**config.mk**
```make
export PLATFORM = sky130hd
export DESIGN_NAME = rca_pipe
export DESIGN_NICKNAME = d
export VERILOG_FILES = /design/src/rtl/rca_pkg.sv /design/src/rtl/rca_slice.sv /design/src/rtl/rca_pipe.sv
export SDC_FILE = /design/constraint.sdc
export NUM_CORES = 1
export LEC_CHECK = 0
export ABC_AREA = 0
export CAP_MARGIN = 25
export CORE_UTILIZATION = 49
export CTS_CLUSTER_DIAMETER = 120
export DETAILED_ROUTE_END_ITERATION = 8
export GPL_TIMING_DRIVEN = 1
export PLACE_DENSITY = 0.82
export SETUP_SLACK_MARGIN = 0.1
export SYNTH_ARGS = -nofsm -noshare
export SYNTH_HDL_FRONTEND = slang
export SYNTH_SLANG_ARGS = --single-unit
export TNS_END_PERCENT = 100
```
**constraint.sdc**
```tcl
create_clock -name clock -period 3.1 [get_ports clock]
set_input_delay 0.62 -clock clock [delete_from_list [all_inputs] [get_ports clock]]
set_output_delay 0.62 -clock clock [all_outputs]
set_load 0.01 [all_outputs]
```
**src/rtl/rca_pkg.sv**
```systemverilog
// Shared constants and helpers for the pipelined ripple-carry adder.
// Holds the default geometry and the per-stage slice width computation.
package rca_pkg;

  localparam int RCA_WIDTH  = 16;
  localparam int RCA_STAGES = 4;

  function automatic int chunk_of(input int w, input int s);
    return w / s;
  endfunction

  function automatic bit cfg_ok(input int w, input int s);
    return (w >= 2) && (s >= 1) && ((w % s) == 0);
  endfunction

endpackage

```
**src/rtl/rca_slice.sv**
```systemverilog
// Combinational CHUNK-bit ripple-carry slice.
// A plain chain of full adders; one instance per pipeline stage.
module rca_slice #(
  parameter int CHUNK = 4
) (
  input  logic [CHUNK-1:0] x,
  input  logic [CHUNK-1:0] y,
  input  logic             ci,
  output logic [CHUNK-1:0] s,
  output logic             co
);

  logic [CHUNK:0] c;

  assign c[0] = ci;

  for (genvar i = 0; i < CHUNK; i++) begin : g_fa
    assign s[i]   = x[i] ^ y[i] ^ c[i];
    assign c[i+1] = (x[i] & y[i]) | (c[i] & (x[i] ^ y[i]));
  end

  assign co = c[CHUNK];

endmodule

```
**src/rtl/rca_pipe.sv**
```systemverilog
// Pipelined ripple-carry adder: STAGES registered slices of CHUNK bits.
// Optional signed-overflow output enabled by macro RCA_PIPE_OVERFLOW_EN.
module rca_pipe
  import rca_pkg::*;
#(
  parameter int WIDTH  = RCA_WIDTH,
  parameter int STAGES = RCA_STAGES
) (
  input  logic             clock,
  input  logic             reset,
  input  logic             in_valid,
  output logic             in_ready,
  input  logic [WIDTH-1:0] a,
  input  logic [WIDTH-1:0] b,
  input  logic             cin,
  output logic             out_valid,
  input  logic             out_ready,
  output logic [WIDTH-1:0] sum,
  output logic             cout
`ifdef RCA_PIPE_OVERFLOW_EN
  ,
  output logic             ovf
`endif
);

  localparam int CHUNK = chunk_of(WIDTH, STAGES);
  localparam int LAST  = STAGES - 1;

  if (!cfg_ok(WIDTH, STAGES)) begin : g_cfg_err
    $fatal(1, "rca_pipe: WIDTH>=2, STAGES>=1, STAGES must divide WIDTH");
  end

  // Whole pipe moves together; it only stalls on a blocked result
  logic adv;

  assign adv      = !out_valid | out_ready;
  assign in_ready = adv;

  for (genvar k = 0; k < STAGES; k++) begin : g_stg
    localparam int ACC = (k + 1) * CHUNK;
    localparam int REM = WIDTH - ACC;

    logic [CHUNK-1:0] x;
    logic [CHUNK-1:0] y;
    logic [CHUNK-1:0] s;
    logic             ci;
    logic             co;
    logic             vld_in;
    logic [ACC-1:0]   acc_in;
    logic             vld_d, vld_q;
    logic             cy_d, cy_q;
    logic [ACC-1:0]   acc_d, acc_q;

    if (k == 0) begin : g_first
      assign x      = a[CHUNK-1:0];
      assign y      = b[CHUNK-1:0];
      assign ci     = cin;
      assign vld_in = in_valid;
      assign acc_in = s;
    end else begin : g_next
      assign x      = g_stg[k-1].g_fwd.ra_q[CHUNK-1:0];
      assign y      = g_stg[k-1].g_fwd.rb_q[CHUNK-1:0];
      assign ci     = g_stg[k-1].cy_q;
      assign vld_in = g_stg[k-1].vld_q;
      assign acc_in = {s, g_stg[k-1].acc_q};
    end

    rca_slice #(
      .CHUNK (CHUNK)
    ) u_slice (
      .x  (x),
      .y  (y),
      .ci (ci),
      .s  (s),
      .co (co)
    );

    // Capture this slice's result and carry on advance, else hold
    always_comb begin
      vld_d = vld_q;
      cy_d  = cy_q;
      acc_d = acc_q;
      if (adv) begin
        vld_d = vld_in;
        cy_d  = co;
        acc_d = acc_in;
      end
    end

    // Stage state register
    always_ff @(posedge clock or posedge reset) begin
      if (reset) begin
        vld_q <= 1'b0;
        cy_q  <= 1'b0;
        acc_q <= '0;
      end else begin
        vld_q <= vld_d;
        cy_q  <= cy_d;
        acc_q <= acc_d;
      end
    end

    if (k < LAST) begin : g_fwd
      logic [REM-1:0] ra_in, rb_in;
      logic [REM-1:0] ra_d, ra_q;
      logic [REM-1:0] rb_d, rb_q;

      if (k == 0) begin : g_src
        assign ra_in = a[WIDTH-1:CHUNK];
        assign rb_in = b[WIDTH-1:CHUNK];
      end else begin : g_src
        assign ra_in = g_stg[k-1].g_fwd.ra_q[REM+CHUNK-1:CHUNK];
        assign rb_in = g_stg[k-1].g_fwd.rb_q[REM+CHUNK-1:CHUNK];
      end

      // Carry the not-yet-added operand bits to later stages
      always_comb begin
        ra_d = ra_q;
        rb_d = rb_q;
        if (adv) begin
          ra_d = ra_in;
          rb_d = rb_in;
        end
      end

      // Remaining-operand register
      always_ff @(posedge clock or posedge reset) begin
        if (reset) begin
          ra_q <= '0;
          rb_q <= '0;
        end else begin
          ra_q <= ra_d;
          rb_q <= rb_d;
        end
      end
    end
  end

  assign out_valid = g_stg[LAST].vld_q;
  assign sum       = g_stg[LAST].acc_q;
  assign cout      = g_stg[LAST].cy_q;

`ifdef RCA_PIPE_OVERFLOW_EN
  logic ovf_d, ovf_q;

  // Signed overflow from the operand MSBs seen by the top slice
  always_comb begin
    ovf_d = ovf_q;
    if (adv) begin
      ovf_d = (g_stg[LAST].x[CHUNK-1] == g_stg[LAST].y[CHUNK-1]) &
              (g_stg[LAST].s[CHUNK-1] != g_stg[LAST].x[CHUNK-1]);
    end
  end

  // Overflow flag register, aligned with sum
  always_ff @(posedge clock or posedge reset) begin
    if (reset) ovf_q <= 1'b0;
    else       ovf_q <= ovf_d;
  end

  assign ovf = ovf_q;
`endif

endmodule
```
==> results of run 1 <==
## cell type report
class | instances | area, µm² | area share [%]
tap | 105 | 131 | 2.61
sequential | 96 | 2400 | 47.8
inverter | 29 | 113 | 2.24
multi-input combinational | 125 | 1520 | 30.1
clock buffer | 11 | 151 | 3.01
clock inverter | 5 | 103 | 2.04
timing repair buffer | 60 | 613 | 12.2
## state kept, by name, indices dropped and copies added (netlist names)
register          flops
cout                  1
g_stg.acc_q          24
g_stg.cy_q            3
g_stg.g_fwd.ra_q     24
g_stg.g_fwd.rb_q     24
g_stg.vld_q           3
out_valid             1
sum                  16
## logic make-up after synthesis
logic type,share of synthesized area (%)
AOI/OAI and AO/OA,2.28
adders and majority gates,7.77
buffers and inverters,4.92
DFF,58.3
muxes,24.1
and+or+nand+nor,2.67
## power by group
group	internal, mW	total [mW]	leakage (nW)	switching, mW
clock	0.579	0.985	0.126	0.406
combinational	1.05	1.71	0.968	0.657
sequential	1.80	2.12	1.11	0.324
## placed cells by master (no fill, tap or decap), drive strengths merged
cell / count
a21oi: 12
buf: 5
bufinv: 3
clkbuf: 11
clkdlybuf4s50: 55
clkinv: 1
clkinvlp: 2
dfrtp: 96
fa: 16
inv: 28
mux2: 83
nand2b: 2
nor3b: 12
## worst max-delay path, cell delays in order
cell,delay (ns)
clkdlybuf4s50_1,0.43
fa_1,0.42
inv_1,0.09
fa_1,0.16
inv_1,0.05
fa_1,0.37
inv_1,0.08
fa_1,0.42
a21oi_2,0.12
## metrics by stage
step | area, µm² | instances | setup slack [ns] | power, mW
after floorplan | 4120 | 263 | 0.824 | 3.31
after global placement | 4770 | 415 | 0.281 | 3.78
after detailed placement | 4770 | 415 | 0.250 | 3.88
after CTS | 5030 | 431 | 0.607 | 4.88
after global routing | 5030 | 431 | 0.517 | 5.16
final | 5030 | 431 | 0.609 | 4.81
## worst min-delay path by stage
stage,startpoint,cells after the start,to,slack [ns]
3_5_place_dp,g_stg[2].vld_q,1,out_valid,0.45
5_1_grt,g_stg[2].acc_q[8],1,g_stg[2].acc_q[8],0.52
2_1_floorplan,g_stg[2].vld_q,1,out_valid,0.43
4_1_cts,g_stg[2].vld_q,1,out_valid,0.47
3_3_place_gp,g_stg[2].vld_q,1,out_valid,0.44
6_report,g_stg[2].vld_q,1,out_valid,0.47
## layer usage
layer	wire length [µm]	up-vias	track usage, %
li1	-	987	-
met1	2900	1097	21.9
met2	3270	35	27.4
met3	174	11	3.32
met4	123	0	6.54
met5	0	-	0
==> impl_metrics.yaml, run 1 <==
die:
  dieArea_mm2: 0.00878
  num_rows: 33
  die_x_um: 93.7
  core_mm2: 0.00818
  start_util_pct: 50.4
  die_y_um: 93.7
  ioPinCount: 56
placed_design:
  io_buffers: 55
  place_congestion: 0.755
  dp_hpwl_um: 4410
cts:
  htreeDepth: 3
  numCtsBuffers: 9
  holdBufCountCts: 0
  cts.clk_slew.worst_paths_ns: 0.09
  cts_tree: "done"
  cts_root_buffer: "clkbuf_8"
  clockBufferDepth: 2
  cts_setup_buffers: 0
  clk_latency_ns: 0.35
  ctsResizeCount: 0
  cts.sinks: 96
worst_setup_path:
  critPathMaxFanout: 1
  worstSetupPathType: "in -> reg"
  rr_startpoint: "g_stg[1].cy_q"
  startpoint_type: "input pin"
  worstPathArrival_ns: 2.77
  rrSetupSlack_ns: 0.91
  cp-endpoint: "g_stg[0].acc_q[3]"
  worst_ep_required_time_ns: 3.38
  r2r-end: "g_stg[2].acc_q[11]"
  ff2ff_path_depth: 8
  endpoint_kind: "flip-flop"
  crit_start: "a[0]"
sta:
  worst_slew_pin_slew_ns: 0.724
  finalHoldViolCount: 0
  min_period_ns: 2.49
  holdWs_ns: 0.466
  drv_slew: 0
  max_freq_ghz: 0.401
  slew_headroom_pct: 51.6
  finClkSkew_ns: 0.00764
  fin_crit_sh_pct: 80.4
  rsz0062_at_grt: "no"
  setup_viol: 0
  fin_tns_setup_ns: 0
global_route:
  overflow: 0
  grt.total_usage_pct: 16.7
  first_global_vias: 2276
  antenna_found_initial: 0
  grt_pass1_wl_um: 11100
  grt_max_degree: 97
detailed_routing:
  drc: 0
  wl_um: 6470
  via_count: 2130
  ant_nets: 0
  firstDrtPassIters: 3
  via_per_inst: 4.94
  avgRoutedWirePerCell_um: 15.0
  drtIter0Drc: 71
logic_synthesis:
  ys.warnings.count: 0
  synthCells: 263
  synthTopCellsByArea: "dfrtp_1, mux2_2, fa_1"
  synth.distinct_cells: 13
  synth.top_cell.area_share_pct: 58.3
  synth_nets: 316
  async_flop_share_pct: 100
  synth_area_per_cell_um2: 15.7
  ys_ff_latch: 96
  synth_common_cells: "dfrtp_1, mux2_2, inv_1, fa_1, mux2_4"
  syn_area_mm2: 0.00412
  ys.flop_type: "dfrtp_1"
  synth_most_common_cell: "dfrtp_1"
  synth_edf_count: 0
  yosysSeqAreaShare_pct: 58.3
  yosys.area.top_type: "dfrtp_1"
min_path:
  hold_path.class: "reg -> reg"
cells_and_area:
  final_net_count: 374
  utilization_pct: 61.5
  drive_gt1_share_pct: 35.3
  num-fill-cells: 643
  area_growth_pct: 22.0
  diodes: 0
pwr:
  ir_drop_v: 0.000378
  p_per_area_mw_per_mm2: 957
  leakagePower_nw: 2.20
status:
  status: "finished clean"
run:
  cap_violations: 0
Power figures use the tool's default switching activity.
==> run 2, diff against run 1 <==
==> constraint.sdc (replaced) <==
create_clock -name clock -period 2.2 [get_ports clock]
set_input_delay 0.44 -clock clock [delete_from_list [all_inputs] [get_ports clock]]
set_output_delay 0.44 -clock clock [all_outputs]
set_load 0.01 [all_outputs]
==> impl_metrics.yaml, run 2 (synthesized netlist as in run 1, its figures left out) <==
worst_setup_path:
  endpoint_kind: "flip-flop"
  worst_ep_required_time_ns: 2.50
  ff2ff_path_depth: 8
  r2r-end: "sum[15]"
  cp-endpoint: "sum[15]"
  critPathMaxFanout: 2
  crit_start: "g_stg[2].g_fwd.rb_q[0]"
  rrSetupSlack_ns: 0.11
  rr_startpoint: "g_stg[2].g_fwd.rb_q[0]"
  startpoint_type: "flip-flop"
  worstSetupPathType: "reg -> reg"
  worstPathArrival_ns: 2.39
pwr:
  p_per_area_mw_per_mm2: 1360
  leakagePower_nw: 2.20
  ir_drop_v: 0.000583
cells_and_area:
  drive_gt1_share_pct: 42.6
  design_area_mm2: 0.00507
  final_cell_mix: "dfrtp_1, mux2_2, clkdlybuf4s50_1, inv_1, mux2_4"
  utilization_pct: 62.0
  layout_commonest_cell: "dfrtp_1"
  num-fill-cells: 619
  regArea_mm2: 0.00240
  area_growth_pct: 23.0
  top_regs: "g_stg.acc_q (24), g_stg.g_fwd.ra_q (24), g_stg.g_fwd.rb_q (24)"
  diodes: 0
  final_net_count: 377
  multiInputGateArea_mm2: 0.00154
sta:
  setup_viol: 0
  drv_slew: 0
  timing.final.ws_setup_ns: 0.106
  max_freq_ghz: 0.478
  rsz0062_at_grt: "yes"
  slew_headroom_pct: 66.5
  finClkSkew_ns: 0.00629
  min_period_ns: 2.09
  fin_crit_sh_pct: 95.2
  worst_slew_pin_slew_ns: 0.503
  finalHoldViolCount: 0
detailed_routing:
  drc: 0
  drtIter0Drc: 96
  firstDrtPassIters: 4
  wl_um: 6610
  ant_nets: 0
  via_count: 2159
  avgRoutedWirePerCell_um: 15.2
  via_per_inst: 4.97
global_route:
  grt_pass1_wl_um: 11300
  first_global_vias: 2216
  met2_usage_pct: 26.8
  grt.total_usage_pct: 17.5
  use_met1_pct: 23.9
  antenna_found_initial: 0
  grt.met3_usage_pct: 4.21
  overflow: 0
  grt_max_degree: 97
  busiest_layer: "met2"
min_path:
  hold_path.class: "reg -> reg"
  holdPathStages: 1
die:
  die_y_um: 93.7
  ioPinCount: 56
  num_rows: 33
  dieArea_mm2: 0.00878
  core_mm2: 0.00818
  start_util_pct: 50.4
  die_x_um: 93.7
cts:
  clockBufferDepth: 2
  cts.sinks: 96
  clk_latency_ns: 0.36
  cts_tree: "done"
  cts_root_buffer: "clkbuf_8"
  holdBufCountCts: 0
  cts.clk_slew.worst_paths_ns: 0.09
  numCtsBuffers: 9
  htreeDepth: 3
placed_design:
  post-place-ws_ns: -0.479
  io_buffers: 55
  dpl_cell_area_mm2: 0.00478
  dp_hpwl_um: 4330
  place_congestion: 0.721
status:
  status: "finished clean"
run:
  cap_violations: 0
run 2: changes by cell type in the layout (fill, tap and decap cells not counted), moves of 3 or more:
cell             previous run  this run
inv_2                       0        10
dlygate4sd2_1               0         3
fa_2                        0        11
clkdlybuf4s50_1            55        51
inv_1                      28        18
buf_4                       3         6
fa_1                       16         5
run 2: worst min path at each step:
stage | startpoint | end
6_report | g_stg[2].vld_q | out_valid
5_1_grt | g_stg[2].vld_q | out_valid
4_1_cts | g_stg[2].vld_q | out_valid
3_5_place_dp | g_stg[2].vld_q | out_valid
3_3_place_gp | g_stg[2].vld_q | out_valid
2_1_floorplan | g_stg[2].vld_q | out_valid
run 2: per-layer routing:
metal	wire length (µm)	share of wire, %	vias up
met1	2950	45	1118
met3	194	2.9	11
li1	-	-	997
met2	3330	50	33
met4	141	2.1	0
met5	0	0	-
run 2: area by class of cell:
class	count	share of cell area [%]
clock buffer	9	2.44
clock inverter	7	2.37
timing repair buffer	63	12.5
sequential	96	47.4
tap	105	2.59
multi-input combinational	125	30.4
inverter	29	2.22
run 2: worst max-delay path: stages (launching register included):
cell     delay [ns]
dfrtp_1        0.41
fa_2           0.39
inv_2          0.06
fa_2           0.19
inv_2          0.04
fa_2           0.33
inv_2          0.06
fa_1           0.42
a21oi_2        0.14
run 2: report_power, final:
part | leakage (nW) | total (mW) | internal [mW] | switching, mW
combinational | 0.974 | 2.53 | 1.55 | 0.981
clock | 0.119 | 1.37 | 0.756 | 0.616
sequential | 1.11 | 3.00 | 2.53 | 0.465
run 2: metrics by stage:
stage	TNS (ns)	power [mW]	instances	hold slack [ns]
2_1_floorplan	0	4.67	263	0.430
3_3_place_gp	-0.852	5.36	416	0.446
3_5_place_dp	-0.921	5.50	416	0.452
4_1_cts	0	6.97	434	0.466
5_1_grt	0	7.41	434	0.490
6_report	0	6.90	434	0.463
run 2: repair_timing:
| item | CTS | global route |
|---|---|---|
| cloned | 0 | 0 |
| pin swaps | 11 | 8 |
| buffers inserted | 2 | 0 |
| gates resized for setup | 22 | 4 |
| endpoints found under the setup margin | 6 | 4 |
==> run 3, diff against run 2 <==
--- a/config.mk
+++ b/config.mk
@@ -7,11 +7,12 @@
 export LEC_CHECK = 0
 export ABC_AREA = 0
 export CAP_MARGIN = 25
-export CORE_UTILIZATION = 49
+export CORE_UTILIZATION = 50
 export CTS_CLUSTER_DIAMETER = 120
 export DETAILED_ROUTE_END_ITERATION = 8
 export GPL_TIMING_DRIVEN = 1
-export PLACE_DENSITY = 0.82
+export MAX_ROUTING_LAYER = met4
+export PLACE_DENSITY = 0.81
 export SETUP_SLACK_MARGIN = 0.1
 export SYNTH_ARGS = -nofsm -noshare
 export SYNTH_HDL_FRONTEND = slang
==> constraint.sdc (replaced) <==
create_clock -name clock -period 2.7 [get_ports clock]
set_input_delay 0.54 -clock clock [delete_from_list [all_inputs] [get_ports clock]]
set_output_delay 0.54 -clock clock [all_outputs]
set_load 0.01 [all_outputs]
==> impl_metrics.yaml, run 3 (synthesized netlist as in run 1, its figures left out) <==
cells_and_area:
  multiInputGateArea_mm2: 0.00152
  top_regs: "g_stg.acc_q (24), g_stg.g_fwd.ra_q (24), g_stg.g_fwd.rb_q (24)"
  final_net_count: 372
  diodes: 0
  drive_gt1_share_pct: 34.9
  final_cell_mix: "dfrtp_1, mux2_2, clkdlybuf4s50_1, inv_1, fa_1"
  area_growth_pct: 20.7
  num-fill-cells: 617
  design_area_mm2: 0.00497
  regArea_mm2: 0.00240
  utilization_pct: 63.4
  layout_commonest_cell: "dfrtp_1"
sta:
  fin_tns_setup_ns: 0
  fin_crit_sh_pct: 88.6
  finalHoldViolCount: 0
  max_freq_ghz: 0.418
  slew_headroom_pct: 64.8
  min_period_ns: 2.39
  finClkSkew_ns: 0.0115
  rsz0062_at_grt: "no"
  holdWs_ns: 0.479
  drv_slew: 0
  setup_viol: 0
  worst_slew_pin_slew_ns: 0.529
cts:
  htreeDepth: 3
  cts.sinks: 96
  clockBufferDepth: 2
  clk_latency_ns: 0.36
  ctsResizeCount: 0
  holdBufCountCts: 0
  cts_setup_buffers: 0
  cts_tree: "done"
  cts.clk_slew.worst_paths_ns: 0.09
  numCtsBuffers: 9
  cts_root_buffer: "clkbuf_8"
pwr:
  ir_drop_v: 0.000437
  p_per_area_mw_per_mm2: 1070
  clkPwrFrac_pct: 18.3
  intPower_mw: 3.77
  p_comb_share_pct: 36.3
  p_total_mw: 5.33
  p_seq_share_pct: 45.4
  p_sw_mw: 1.57
  swShare_pct: 29.4
  leakagePower_nw: 2.18
die:
  dieArea_mm2: 0.00861
  start_util_pct: 52.5
  die_x_um: 92.8
  core_mm2: 0.00785
  num_rows: 32
  ioPinCount: 56
  die_y_um: 92.8
detailed_routing:
  drtIter0Drc: 105
  via_count: 2092
  via_per_inst: 4.91
  ant_nets: 0
  drc: 0
  avgRoutedWirePerCell_um: 14.3
  wl_um: 6100
  firstDrtPassIters: 2
global_route:
  overflow: 0
  grt.total_usage_pct: 16.4
  met2_usage_pct: 24.3
  grt.met3_usage_pct: 2.87
  busiest_layer: "met2"
  use_met1_pct: 21.3
  antenna_found_initial: 0
  grt_max_degree: 97
  grt_pass1_wl_um: 10300
  first_global_vias: 2202
placed_design:
  dp_hpwl_um: 4000
  io_buffers: 55
  dpl_cell_area_mm2: 0.00476
  place_congestion: 0.792
worst_setup_path:
  worstSetupPathType: "in -> reg"
  worstPathArrival_ns: 2.68
  path_common_cell: "fa_1"
  cp_top_family: "adder cells"
  worst_ep_required_time_ns: 2.98
  slowest_stage: "clkdlybuf4s50_1"
  critPathMaxFanout: 1
  endpoint_kind: "flip-flop"
  rr_startpoint: "g_stg[2].cy_q"
  ff2ff_path_depth: 8
  r2r-end: "sum[15]"
  worstPathCellList: "clkdlybuf4s50_1, fa_1, inv_1, fa_1, inv_1, fa_1, inv_1, fa_1, a21oi_2"
  max_stage_delay_ns: 0.43
  crit_buf_inv: 4
  rrSetupSlack_ns: 0.53
  startpoint_type: "input pin"
min_path:
  hold_end: "out_valid"
  min-delay-start: "g_stg[2].vld_q"
  hold_path.class: "reg -> reg"
  holdPathStages: 1
run:
  cap_violations: 0
status:
  status: "finished clean"
==> run 3: cell count changes in the layout (fill, tap and decap cells not counted), sizes merged, moves of 2 or more <==
cell,delta
buf,-5
dlygate4sd2,-3
clkdlybuf4s50,+4
clkbuf,+3
bufinv,-2
==> run 3: power by group through the flow <==
stage               Sequential, mW  Clock (mW)  Combinational, mW
floorplan                     2.41           0               1.39
global placement              2.44           0               1.90
detailed placement            2.47           0               1.97
CTS                           2.44        1.01               1.98
global route                  2.52        1.06               2.15
finish                        2.42       0.976               1.94
==> run 3: stage by stage <==
step	cells	worst slack [ns]
global placement	410	-0.0421
finish	426	0.308
CTS	426	0.301
detailed placement	410	-0.0765
floorplan	263	0.504
global route	426	0.195
==> run 3: how the worst max path moves through the flow <==
stage	start	to	slack (ns)	cells after the start
floorplan	a[0]	g_stg[0].acc_q[3]	0.50	8
global placement	a[0]	g_stg[0].acc_q[3]	-0.04	9
detailed placement	a[0]	g_stg[0].acc_q[3]	-0.08	9
CTS	a[0]	g_stg[0].acc_q[3]	0.30	9
global route	a[0]	g_stg[0].acc_q[3]	0.20	9
finish	a[0]	g_stg[0].acc_q[3]	0.31	9
==> run 3: area by class of cell <==
class	count	share of cell area, %
timing repair buffer	58	12.0
clock inverter	4	1.03
multi-input combinational	125	30.5
tap	102	2.57
clock buffer	12	3.32
inverter	29	2.26
sequential	96	48.3
==> run 3: metal layers <==
layer | up-vias | wire length (µm)
met3 | 9 | 196
li1 | 978 | -
met1 | 1068 | 2770
met2 | 37 | 2970
met5 | - | 0
met4 | 0 | 155
